==> config.mk <==
export PLATFORM = sky130hd
export DESIGN_NAME = mult_div_unit
export DESIGN_NICKNAME = d
export VERILOG_FILES = /design/src/rtl/mips_pkg.sv /design/src/rtl/md_iter_step.sv /design/src/rtl/mult_div_unit.sv
export SDC_FILE = /design/constraint.sdc
export NUM_CORES = 1
export LEC_CHECK = 0
export ABC_AREA = 1
export CAP_MARGIN = 20
export CORE_MARGIN = 2
export CORE_UTILIZATION = 48
export CTS_BUF_LIST = sky130_fd_sc_hd__clkbuf_8
export CTS_CLUSTER_DIAMETER = 100
export DETAILED_ROUTE_END_ITERATION = 16
export MAX_ROUTING_LAYER = met4
export PLACE_DENSITY = 0.72
export RECOVER_POWER = 25
export SLEW_MARGIN = 40
export SYNTH_ARGS = -nofsm -noshare
export SYNTH_HDL_FRONTEND = slang
export SYNTH_SLANG_ARGS = --single-unit
==> constraint.sdc <==
create_clock -name clk -period 2.37 [get_ports clk]
set_input_delay 0.474 -clock clk [delete_from_list [all_inputs] [get_ports clk]]
set_output_delay 0.474 -clock clk [all_outputs]
set_load 0.005 [all_outputs]
==> src/rtl/mips_pkg.sv <==
// Shared definitions for the MIPS multiply/divide unit: operation codes,
// iterative-engine state encoding and the default datapath width.
package mips_pkg;

  // Default operand / HI / LO width.
  localparam int MD_WIDTH = 32;

  // Multiply/divide operation codes presented on the op input.
  // 3'b110 and 3'b111 are reserved and behave as no-ops.
  typedef enum logic [2:0] {
    MD_MULT  = 3'b000,
    MD_MULTU = 3'b001,
    MD_DIV   = 3'b010,
    MD_DIVU  = 3'b011,
    MD_MTHI  = 3'b100,
    MD_MTLO  = 3'b101
  } md_op_t;

  // Iterative engine states.
  typedef enum logic [1:0] {
    ST_IDLE = 2'b00,
    ST_CALC = 2'b01,
    ST_FIX  = 2'b10
  } md_state_t;

  // True for the four multi-cycle operations (MULT, MULTU, DIV, DIVU).
  function automatic logic is_iter_op(input logic [2:0] op);
    return (op == MD_MULT) || (op == MD_MULTU) ||
           (op == MD_DIV)  || (op == MD_DIVU);
  endfunction

  // True for the signed variants; their operands are converted to magnitudes.
  function automatic logic is_signed_op(input logic [2:0] op);
    return (op == MD_MULT) || (op == MD_DIV);
  endfunction

  // True for the register-move operations that complete in one cycle.
  function automatic logic is_move_op(input logic [2:0] op);
    return (op == MD_MTHI) || (op == MD_MTLO);
  endfunction

endpackage

==> src/rtl/md_iter_step.sv <==
// One radix-2 iteration of the multiply/divide engine. Both modes run through
// the same (WIDTH+1)-bit adder: multiply adds the multiplicand into the high
// half when the current multiplier bit is set, divide subtracts the divisor
// from the shifted partial remainder and restores it on a borrow.
module md_iter_step
  #(parameter int WIDTH = 32)
  (
    input  logic [WIDTH-1:0] i_acc_hi,   // product high half / partial remainder
    input  logic [WIDTH-1:0] i_acc_lo,   // multiplier bits / dividend-quotient bits
    input  logic [WIDTH-1:0] i_operand,  // multiplicand or divisor magnitude
    input  logic             i_is_div,   // 1: divide step, 0: multiply step
    output logic [WIDTH-1:0] o_next_hi,
    output logic [WIDTH-1:0] o_next_lo,  // divide mode leaves the LSB clear for o_q_bit
    output logic             o_q_bit
  );

  logic [WIDTH:0] w_a;
  logic [WIDTH:0] w_b;
  logic [WIDTH:0] w_res;

  // Shared add/subtract and per-mode shift of the accumulator pair.
  always_comb begin
    w_a       = '0;
    w_b       = '0;
    w_res     = '0;
    o_next_hi = i_acc_hi;
    o_next_lo = i_acc_lo;
    o_q_bit   = 1'b0;
    if (i_is_div) begin
      // Partial remainder is always below the divisor, so the shifted value
      // fits in WIDTH+1 bits and the top result bit is a clean borrow flag.
      w_a       = {i_acc_hi, i_acc_lo[WIDTH-1]};
      w_b       = ~{1'b0, i_operand};
      w_res     = w_a + w_b + {{WIDTH{1'b0}}, 1'b1};
      o_q_bit   = ~w_res[WIDTH];
      o_next_hi = o_q_bit ? w_res[WIDTH-1:0] : w_a[WIDTH-1:0];
      o_next_lo = {i_acc_lo[WIDTH-2:0], 1'b0};
    end else begin
      w_a       = {1'b0, i_acc_hi};
      w_b       = i_acc_lo[0] ? {1'b0, i_operand} : '0;
      w_res     = w_a + w_b;
      o_next_hi = w_res[WIDTH:1];
      o_next_lo = {w_res[0], i_acc_lo[WIDTH-1:1]};
    end
  end

endmodule

==> src/rtl/mult_div_unit.sv <==
// Iterative MIPS multiply/divide unit owning the architectural HI/LO
// registers. MULT/MULTU/DIV/DIVU occupy the engine for WIDTH CALC cycles plus
// one FIX cycle; MTHI/MTLO write HI/LO directly in a single cycle.
//
// Issue handshake: start is a one-cycle request sampled on the rising edge.
// It is accepted only while busy is low; there is no back-pressure, so a
// start presented while busy is dropped without any side effect. done (and
// divByZero for a zero divisor) pulse for exactly one cycle when HI/LO take
// an iterative result; busy is already low in that cycle, so a new start may
// be issued alongside done.
module mult_div_unit
  import mips_pkg::*;
  #(parameter int WIDTH = MD_WIDTH)
  (
    input  logic             clk,
    input  logic             rst,         // synchronous, active low
    input  logic             start,
    input  logic [2:0]       op,
    input  logic [WIDTH-1:0] opA,
    input  logic [WIDTH-1:0] opB,
    output logic             busy,
    output logic             done,
    output logic             divByZero,
    output logic [WIDTH-1:0] hi,
    output logic [WIDTH-1:0] lo,
    output logic [1:0]       o_dbg_state  // current engine state (md_state_t)
  );

  localparam int CW = $clog2(WIDTH);

  md_state_t        r_state;
  md_state_t        w_next_state;
  logic [CW-1:0]    r_cnt;
  logic [WIDTH-1:0] r_acc_hi;
  logic [WIDTH-1:0] r_acc_lo;
  logic [WIDTH-1:0] r_operand;
  logic             r_is_div;
  logic             r_neg_main;   // negate product, or negate quotient
  logic             r_neg_rem;    // negate remainder
  logic             r_div0;
  logic [WIDTH-1:0] r_opa_raw;    // original dividend, returned in HI on divide by zero
  logic [WIDTH-1:0] r_hi;
  logic [WIDTH-1:0] r_lo;
  logic             r_done;
  logic             r_dbz;

  logic             w_idle;
  logic             w_accept;
  logic             w_move;
  logic             w_sign_a;
  logic             w_sign_b;
  logic [WIDTH-1:0] w_mag_a;
  logic [WIDTH-1:0] w_mag_b;
  logic [WIDTH-1:0] w_step_hi;
  logic [WIDTH-1:0] w_step_lo;
  logic             w_step_q;
  logic [2*WIDTH-1:0] w_prod;
  logic [WIDTH-1:0] w_res_hi;
  logic [WIDTH-1:0] w_res_lo;

  assign w_idle   = (r_state == ST_IDLE);
  assign w_accept = w_idle && start && is_iter_op(op);
  assign w_move   = w_idle && start && is_move_op(op);

  assign w_sign_a = is_signed_op(op) && opA[WIDTH-1];
  assign w_sign_b = is_signed_op(op) && opB[WIDTH-1];
  assign w_mag_a  = w_sign_a ? (~opA + {{(WIDTH-1){1'b0}}, 1'b1}) : opA;
  assign w_mag_b  = w_sign_b ? (~opB + {{(WIDTH-1){1'b0}}, 1'b1}) : opB;

  md_iter_step #(.WIDTH(WIDTH)) u_step (
    .i_acc_hi  (r_acc_hi),
    .i_acc_lo  (r_acc_lo),
    .i_operand (r_operand),
    .i_is_div  (r_is_div),
    .o_next_hi (w_step_hi),
    .o_next_lo (w_step_lo),
    .o_q_bit   (w_step_q)
  );

  // State register.
  always_ff @(posedge clk) begin
    if (!rst) r_state <= ST_IDLE;
    else      r_state <= w_next_state;
  end

  // Next-state logic: IDLE -> CALC on an accepted iterative op, CALC runs
  // until the counter reaches zero, FIX always returns to IDLE.
  always_comb begin
    w_next_state = r_state;
    case (r_state)
      ST_IDLE: if (w_accept) w_next_state = ST_CALC;
      ST_CALC: if (r_cnt == '0) w_next_state = ST_FIX;
      ST_FIX:  w_next_state = ST_IDLE;
      default: w_next_state = ST_IDLE;
    endcase
  end

  // Operand capture on issue and one iteration per CALC cycle.
  always_ff @(posedge clk) begin
    if (!rst) begin
      r_cnt      <= '0;
      r_acc_hi   <= '0;
      r_acc_lo   <= '0;
      r_operand  <= '0;
      r_is_div   <= 1'b0;
      r_neg_main <= 1'b0;
      r_neg_rem  <= 1'b0;
      r_div0     <= 1'b0;
      r_opa_raw  <= '0;
    end else if (w_accept) begin
      // op[1] separates divide from multiply among the iterative codes.
      r_cnt      <= CW'(WIDTH - 1);
      r_acc_hi   <= '0;
      r_acc_lo   <= op[1] ? w_mag_a : w_mag_b;
      r_operand  <= op[1] ? w_mag_b : w_mag_a;
      r_is_div   <= op[1];
      r_neg_main <= w_sign_a ^ w_sign_b;
      r_neg_rem  <= w_sign_a;
      r_div0     <= op[1] && (opB == '0);
      r_opa_raw  <= opA;
    end else if (r_state == ST_CALC) begin
      r_cnt    <= r_cnt - CW'(1);
      r_acc_hi <= w_step_hi;
      // The quotient bit enters at the LSB vacated by the divide shift.
      r_acc_lo <= w_step_lo | {{(WIDTH-1){1'b0}}, w_step_q};
    end
  end

  // Sign correction and divide-by-zero substitution applied in FIX.
  always_comb begin
    w_prod   = {r_acc_hi, r_acc_lo};
    w_res_hi = r_acc_hi;
    w_res_lo = r_acc_lo;
    if (r_is_div) begin
      if (r_div0) begin
        w_res_hi = r_opa_raw;
        w_res_lo = '1;
      end else begin
        w_res_lo = r_neg_main ? (~r_acc_lo + {{(WIDTH-1){1'b0}}, 1'b1}) : r_acc_lo;
        w_res_hi = r_neg_rem  ? (~r_acc_hi + {{(WIDTH-1){1'b0}}, 1'b1}) : r_acc_hi;
      end
    end else begin
      if (r_neg_main) w_prod = ~w_prod + {{(2*WIDTH-1){1'b0}}, 1'b1};
      w_res_hi = w_prod[2*WIDTH-1:WIDTH];
      w_res_lo = w_prod[WIDTH-1:0];
    end
  end

  // HI/LO architectural registers and the done / divByZero pulses.
  always_ff @(posedge clk) begin
    if (!rst) begin
      r_hi   <= '0;
      r_lo   <= '0;
      r_done <= 1'b0;
      r_dbz  <= 1'b0;
    end else begin
      r_done <= 1'b0;
      r_dbz  <= 1'b0;
      if (r_state == ST_FIX) begin
        r_hi   <= w_res_hi;
        r_lo   <= w_res_lo;
        r_done <= 1'b1;
        r_dbz  <= r_div0;
      end else if (w_move) begin
        if (op == MD_MTHI) r_hi <= opA;
        else               r_lo <= opA;
      end
    end
  end

  assign busy        = (r_state != ST_IDLE);
  assign done        = r_done;
  assign divByZero   = r_dbz;
  assign hi          = r_hi;
  assign lo          = r_lo;
  assign o_dbg_state = r_state;

endmodule
==> flow_summary.toml, run 1 <==
[placed_design]
gp_congestion = 1.08
buffer_ports.inserted = 138
place_inst = 4513
dp_hpwl_mm = 74.8

[synth]
syn-instance-count = 3435
fraction_of_the_yosys_area_taken_by_sequential_cells_pct = 21.1
yosys_register_bits = 205
synth_enable_flop_cells = 0
synthesis.area_per_instance_um2 = 5.65
ys_dominant_reg_cell = "sky130_fd_sc_hd__dfxtp_1"
ys_types = 54
ys.warnings.count = 0
synth-async-reset-ratio_pct = 0
net_count_after_synthesis = 3577
syn-cell-area_mm2 = 0.0194

[die]
die-width_um = 205
rows = 73
core_mm2 = 0.0398
fp.dieArea_mm2 = 0.0421
die_y_um = 205
num_io_pins = 139
start_util_pct = 48.8

[power_and_ir_drop]
power_density_mw_per_mm2 = 564
power.static_leakage_nw = 14.0
vdd_ir_drop_max_mv = 0.536

[setup_path]
worstPathCellList = "inv_1, ha_1, nand2_1, nor2_2, buf_4, nand2_1, nor2_2, nand2_4, nand2_4, nand2_4, nand2_8, inv_6, buf_12, nand2_4, nand3_2, a21oi_2"
cp-end-kind = "flop"
crit_path_max_delay_cell_type = "sky130_fd_sc_hd__dfxtp_1"
crit_path_max_fanout = 8
critPathRequiredTime_ps = 2880
cpLargestDelayFamily = "simple AND/OR/NAND/NOR gates"
worst-setup-path-type = "flop to flop"
critical_path.max_stage_delay_ps = 350
crit_path_start_kind = "flop"
critical_path.most_common_cell = "sky130_fd_sc_hd__nand2_4"
worst-path-buf-inv = 4
arr_time_crit_path_ps = 2930

[cells_and_area]
final_layout_size_suffix_gt1_share_pct = 23.1
finalNonFillerCells = 4602
layout.nets = 4188
area.growth.synth_to_final_pct = 41.2

[clock_network]
clkLatencyLatePin_ps = 600
cts_num_sinks = 205
tritoncts_clock_tree = "done"
postCtsHoldBufs = 0
tritoncts.num_buffers = 39
cts-htree-levels = 2
cts-root-buf = "sky130_fd_sc_hd__clkbuf_8"
clk_transition_reported_paths_ps = 60
max-clock-path-buffers = 3

[global_route]
grt_first_pass_wirelength_mm = 139
antenna_found_initial = 3
grt_util_overall_pct = 44.7
grt_max_degree = 74
grt_pass1_vias = 23549
grt.overflow.total = 0

[timing]
tightestPinTransition_ps = 1240
final.min_clock_period_ps = 2420
timing.slew.headroom_pct = 17.2
max_freq_mhz = 414
setup_slack_ps = -47.4
clock_skew_ps = 30.9
final_hold_violating_endpoints = 0
timing.final.max_slew_violations = 0
worst_hold_slack_ps = 212
timing.final.crit_share_pct = 102
setup_viol = 15
rsz_0062_raised_after_global_routing = "yes"

[drt]
drt-total-wl_mm = 94.6
wl_met1_mm = 37.0
avgRoutedWirePerCell_um = 20.6
ant_nets = 0
route.met3.wl_mm = 10.3
drc = 0
dr.pass1.iters = 6
via_per_inst = 5.73
top_routing_layer_in_use = "met4"
vias = 26380
initialDrtViolationCount = 3584
met2WireLength_mm = 39.6

[job]
maxCapViolCount = 0

[run_status]
outcome = "finished with violations"
failed_checks = "setup timing"

[worst_hold_path]
timing.hold.worst.class = "input port to flop"
[Yosys cell counts (3+ instances only)]
library cell / count / share of area, %
sky130_fd_sc_hd__a31oi_1: 22 / 0.71
sky130_fd_sc_hd__o21ai_1: 16 / 0.41
sky130_fd_sc_hd__nand4_1: 44 / 1.4
sky130_fd_sc_hd__inv_2: 12 / 0.23
sky130_fd_sc_hd__o22ai_1: 5 / 0.16
sky130_fd_sc_hd__nand2_4: 4 / 0.23
sky130_fd_sc_hd__a221oi_1: 31 / 1.4
sky130_fd_sc_hd__ha_1: 70 / 4.5
sky130_fd_sc_hd__inv_1: 487 / 9.4
sky130_fd_sc_hd__nor2_1: 299 / 5.8
sky130_fd_sc_hd__o211ai_1: 33 / 1.3
sky130_fd_sc_hd__nand2_2: 6 / 0.19
sky130_fd_sc_hd__nand3b_1: 13 / 0.50
sky130_fd_sc_hd__nand3_1: 275 / 7.1
sky130_fd_sc_hd__buf_2: 26 / 0.67
sky130_fd_sc_hd__o31ai_1: 20 / 0.77
sky130_fd_sc_hd__o21a_1: 7 / 0.27
sky130_fd_sc_hd__a21o_1: 4 / 0.15
sky130_fd_sc_hd__o221ai_1: 7 / 0.32
sky130_fd_sc_hd__xnor2_1: 18 / 0.81
sky130_fd_sc_hd__o21bai_1: 11 / 0.43
sky130_fd_sc_hd__a21oi_1: 221 / 5.7
sky130_fd_sc_hd__o21ai_2: 3 / 0.14
sky130_fd_sc_hd__xor2_1: 70 / 3.2
sky130_fd_sc_hd__buf_6: 7 / 0.41
sky130_fd_sc_hd__or2_2: 8 / 0.26
sky130_fd_sc_hd__nor3_1: 52 / 1.3
sky130_fd_sc_hd__nor2_2: 12 / 0.39
sky130_fd_sc_hd__buf_1: 17 / 0.33
sky130_fd_sc_hd__nand2_1: 1021 / 20
sky130_fd_sc_hd__o21ai_0: 283 / 7.3
sky130_fd_sc_hd__dfxtp_1: 205 / 21
sky130_fd_sc_hd__clkbuf_1: 92 / 1.8
sky130_fd_sc_hd__clkinv_1: 3 / 0.058
sky130_fd_sc_hd__a22oi_1: 6 / 0.23
[through the flow]
| stage | power [mW] | TNS (ps) | util, % | worst slack (ps) | instance area, um2 |
|---|---|---|---|---|---|
| 2_1_floorplan | 7.51 | 0 | - | 41.4 | 19400 |
| 3_3_place_gp | 10.6 | -9800 | 63.3 | -271 | 25200 |
| 3_5_place_dp | 10.7 | -12630 | 63.3 | -288 | 25200 |
| 4_1_cts | 14.6 | -188 | 66.2 | -42.9 | 26400 |
| 5_1_grt | 16.1 | -3030 | 68.8 | -122 | 27400 |
| 6_report | 15.5 | -256 | 68.8 | -47.4 | 27400 |
[path summary, 6_finish.rpt]
check	cells past startpoint	slack, ps	startpoint	end
max reg2reg	16	-50	r_operand[20]	r_acc_hi[19]
min	3	210	rst	r_operand[28]
max	16	-50	r_operand[20]	r_acc_hi[19]
min reg2reg	2	460	r_opa_raw[26]	r_opa_raw[26]
[kinds of logic (layout without fill, tap and decap cells)]
| kind of cell | after synthesis | in the layout | synth area share, % |
|---|---|---|---|
| xor gates and xnor gates | 88 | 88 | 3.97 |
| AOI/OAI and AO/OA | 680 | 680 | 19.8 |
| adders and majority gates | 72 | 72 | 4.72 |
| other | 0 | 4 | 0 |
| and+or+nand+nor | 1746 | 1746 | 37.5 |
| DFF | 205 | 205 | 21.1 |
| buffers and inverters | 644 | 1282 | 12.9 |
[registers in the layout (all words and copies together) (netlist names), 2 cells and up]
name and count:
lo 32, o_dbg_state 2, r_cnt 5, r_operand 32, hi 32, r_acc_hi 32, r_opa_raw 32, r_acc_lo 32
[timing repair]
item,CTS,global route
pin swaps,10,48
gates resized for setup,74,282
setup buffers,5,9
endpoints found under the setup margin,35,65
cloned,2,2
[cell type report]
type,instances,area [um2]
Antenna cell,4,10.0
Clock inverter,19,105
Sequential cell,205,4140
Tap cell,525,657
Multi-Input combinational cell,2586,14000
Clock buffer,49,674
Timing Repair Buffer,712,5920
Inverter,502,1890
Fill cell,3694,12400
[layer usage]
metal / track usage, % / vias to the layer above
met3: 7.68 / 394
met2: 65.3 / 1703
met5: - / -
met4: 28.4 / 0
met1: 56.9 / 11902
li1: - / 12381
[layout by cell type (no fill, tap or decap), types with 8 or more instances in the layout]
cell and n:
sky130_fd_sc_hd__a221oi_1 31, sky130_fd_sc_hd__a21oi_2 42, sky130_fd_sc_hd__nand4_1 44, sky130_fd_sc_hd__nand2_1 952, sky130_fd_sc_hd__clkdlybuf4s50_1 115, sky130_fd_sc_hd__nor2_2 37
sky130_fd_sc_hd__dlygate4sd3_1 22, sky130_fd_sc_hd__clkbuf_8 49, sky130_fd_sc_hd__dfxtp_1 183, sky130_fd_sc_hd__or2_2 8, sky130_fd_sc_hd__nand3_1 248, sky130_fd_sc_hd__nand3_2 24
sky130_fd_sc_hd__nor3_2 8, sky130_fd_sc_hd__a31oi_1 22, sky130_fd_sc_hd__nor3_1 44, sky130_fd_sc_hd__buf_12 14, sky130_fd_sc_hd__xnor2_1 18, sky130_fd_sc_hd__o21bai_1 11
sky130_fd_sc_hd__nor2_1 264, sky130_fd_sc_hd__inv_2 23, sky130_fd_sc_hd__nor2_4 11, sky130_fd_sc_hd__dfxtp_2 17, sky130_fd_sc_hd__ha_4 29, sky130_fd_sc_hd__nand3b_1 13
sky130_fd_sc_hd__buf_4 539, sky130_fd_sc_hd__inv_1 487, sky130_fd_sc_hd__o31ai_1 20, sky130_fd_sc_hd__o21ai_1 41, sky130_fd_sc_hd__a21oi_1 179, sky130_fd_sc_hd__nand2_4 16
sky130_fd_sc_hd__xor2_1 67, sky130_fd_sc_hd__o211ai_1 33, sky130_fd_sc_hd__nand2_2 62, sky130_fd_sc_hd__ha_1 37, sky130_fd_sc_hd__o21ai_0 252
[power by group]
| group | internal, mW | switching [mW] |
|---|---|---|
| sequential | 3.68 | 0.261 |
| combinational | 3.15 | 4.76 |
| clock | 1.88 | 1.74 |
[worst min-delay path: stages]
cell,delay [ps]
sky130_fd_sc_hd__buf_4,170
sky130_fd_sc_hd__nand2_1,80
sky130_fd_sc_hd__inv_1,30
Note: power is estimated with default switching activity, not from simulation.
==> run 2: changes to the inputs <==
--- a/config.mk
+++ b/config.mk
@@ -8,12 +8,13 @@
 export ABC_AREA = 1
 export CAP_MARGIN = 20
 export CORE_MARGIN = 2
-export CORE_UTILIZATION = 48
+export CORE_UTILIZATION = 45
 export CTS_BUF_LIST = sky130_fd_sc_hd__clkbuf_8
 export CTS_CLUSTER_DIAMETER = 100
 export DETAILED_ROUTE_END_ITERATION = 16
+export GPL_ROUTABILITY_DRIVEN = 0
 export MAX_ROUTING_LAYER = met4
-export PLACE_DENSITY = 0.72
+export PLACE_DENSITY = 0.68
 export RECOVER_POWER = 25
 export SLEW_MARGIN = 40
 export SYNTH_ARGS = -nofsm -noshare
==> flow_summary.toml, run 2 (synthesis gave the netlist of run 1 again) <==
[power_and_ir_drop]
power.clock.fraction_pct = 25.6
power.net_switching_mw = 6.51
power_frac_comb_pct = 48.7
power.static_leakage_nw = 13.6
totalPowerFinal_mw = 15.2
cellInternalPower_mw = 8.72
vdd_ir_drop_max_mv = 0.471
power_density_mw_per_mm2 = 566
swShare_pct = 42.7
pwr-share-seq_pct = 25.7

[clock_network]
cts-root-buf = "sky130_fd_sc_hd__clkbuf_8"
cts_num_sinks = 205
clk_transition_reported_paths_ps = 60
postCtsHoldBufs = 0
max-clock-path-buffers = 3
tritoncts_clock_tree = "done"
tritoncts.num_buffers = 39
cts-htree-levels = 2
clkLatencyLatePin_ps = 620

[timing]
setup_slack_ps = -154
final_hold_violating_endpoints = 0
timing.final.max_slew_violations = 0
final.min_clock_period_ps = 2520
rsz_0062_raised_after_global_routing = "yes"
timing.slew.headroom_pct = 39.8
tightestPinTransition_ps = 903
setup_viol = 24
fin_setup_tns_ps = -1010
worst_hold_slack_ps = 231
max_freq_mhz = 396
timing.final.crit_share_pct = 106
clock_skew_ps = 23.7

[setup_path]
r2r_path_end = "r_acc_hi[28]"
crit_path_start_kind = "flop"
worst-r2r-setup-slack_ps = -150
worst-path-buf-inv = 2
critPathRequiredTime_ps = 2920
critical_path.most_common_cell = "sky130_fd_sc_hd__nand2_1"
cp-end-kind = "flop"
worst_r2r_startpoint = "r_acc_hi[10]"
cpLargestDelayFamily = "compound AO/OA/AOI/OAI gates"
crit_path_max_fanout = 5
critical_path.max_stage_delay_ps = 560
crit_path_max_delay_cell_type = "sky130_fd_sc_hd__dfxtp_1"
worstPathCellList = "buf_4, ha_4, a21oi_1, o21ai_1, a21oi_1, nand2_2, nand2_1, nand2_1, nand2_1, nand3_1, nand2_1, inv_1, a21oi_1"
worst-setup-path-type = "flop to flop"
arr_time_crit_path_ps = 3070
logic_depth_of_the_worst_register_to_register_path = 13

[cells_and_area]
area.growth.synth_to_final_pct = 38.5
final_cell_mix = "sky130_fd_sc_hd__nand2_1, sky130_fd_sc_hd__buf_4, sky130_fd_sc_hd__inv_1"
post-route-util_pct = 62.9
final_layout_size_suffix_gt1_share_pct = 21.4
finalNonFillerCells = 4560
stdcell_area_mm2 = 0.0269
layout.nets = 4130
layout.cells.most_common = "sky130_fd_sc_hd__nand2_1"

[worst_hold_path]
timing.hold.worst.class = "input port to flop"
min_from = "rst"
hold-path-cell-count = 3
min_to = "r_operand[2]"

[global_route]
grt_first_pass_wirelength_mm = 135
antenna_found_initial = 1
grt.overflow.total = 0
grt_pass1_vias = 23322
grt_util_overall_pct = 41.0
grt_max_degree = 65

[drt]
dr.pass1.iters = 7
vias = 25953
via_per_inst = 5.69
avgRoutedWirePerCell_um = 20.4
initialDrtViolationCount = 3343
drc = 0
ant_nets = 0
drt-total-wl_mm = 93.1

[run_status]
outcome = "finished with violations"
failed_checks = "setup timing"

[placed_design]
dp_hpwl_mm = 71.7
place_inst = 4482
buffer_ports.inserted = 138
detailed_place.area_mm2 = 0.0249
preCtsSetupSlack_ps = -306

[die]
die-width_um = 212
num_io_pins = 139
die_y_um = 212
fp.dieArea_mm2 = 0.0448
core_mm2 = 0.0428
rows = 76
start_util_pct = 45.4

[job]
maxCapViolCount = 0
run 2: cell types whose count changed in the layout (fill, tap and decap cells not counted), sizes merged:
cell / previous run / this run
diode: 4 / 1
dlygate4sd3: 22 / 9
clkdlybuf4s50: 115 / 128
clkinv: 7 / 6
buf: 561 / 508
inv: 514 / 507
bufinv: 0 / 2
clkbuf: 63 / 61
clkinvlp: 0 / 1
run 2: routing by layer:
metal | global-route usage [%] | vias to the layer above | wire length, um
met5 | - | - | 0
met4 | 27.1 | 0 | 8080
met3 | 8.92 | 468 | 11700
met2 | 59.8 | 1796 | 38500
met1 | 50.7 | 11431 | 34900
li1 | - | 12258 | -
run 2: worst max path at each step:
stage | startpoint | end | slack (ps) | cells past startpoint
final | r_acc_hi[10] | r_acc_hi[28] | -150 | 13
after global routing | r_acc_lo[0] | r_acc_hi[20] | -190 | 15
after CTS | r_acc_lo[0] | r_acc_hi[29] | -10 | 15
after detailed placement | opA[2] | r_operand[9] | -310 | 13
after global placement | opA[2] | r_operand[9] | -300 | 13
after floorplan | r_acc_lo[0] | r_acc_hi[27] | 40 | 19
run 2: worst reg2reg max path, cell delays in order (launching register included):
cell and delay [ps]:
sky130_fd_sc_hd__dfxtp_1 560, sky130_fd_sc_hd__buf_4 260, sky130_fd_sc_hd__ha_4 240, sky130_fd_sc_hd__a21oi_1 230, sky130_fd_sc_hd__o21ai_1 180, sky130_fd_sc_hd__a21oi_1 270
sky130_fd_sc_hd__nand2_2 150, sky130_fd_sc_hd__nand2_1 110, sky130_fd_sc_hd__nand2_1 60, sky130_fd_sc_hd__nand2_1 60, sky130_fd_sc_hd__nand3_1 90, sky130_fd_sc_hd__nand2_1 80
sky130_fd_sc_hd__inv_1 40, sky130_fd_sc_hd__a21oi_1 120
run 2: power by group through the flow:
stage	clock network [mW]	logic (mW)	registers [mW]
detailed placement	0	6.45	3.96
global route	4.01	7.94	3.92
CTS	3.88	6.61	3.89
floorplan	0	3.59	3.92
finish	3.89	7.42	3.92
global placement	0	6.42	3.95
run 2: cell type report:
type	instances	area [um2]
antenna	1	2.50
clock buffer	52	716
clock inverter	14	119
fill	4060	15900
inverter	502	1890
multi-input combinational	2586	13900
sequential	205	4120
tap	546	683
timing repair buffer	654	5480
run 2: what timing repair did:
| item | 4_1_cts | 5_1_grt |
|---|---|---|
| setup endpoints to repair | 33 | 63 |
| resized for setup | 41 | 254 |
| gates cloned | 1 | 1 |
| pin swaps | 2 | 51 |
| setup buffers | 3 | 6 |
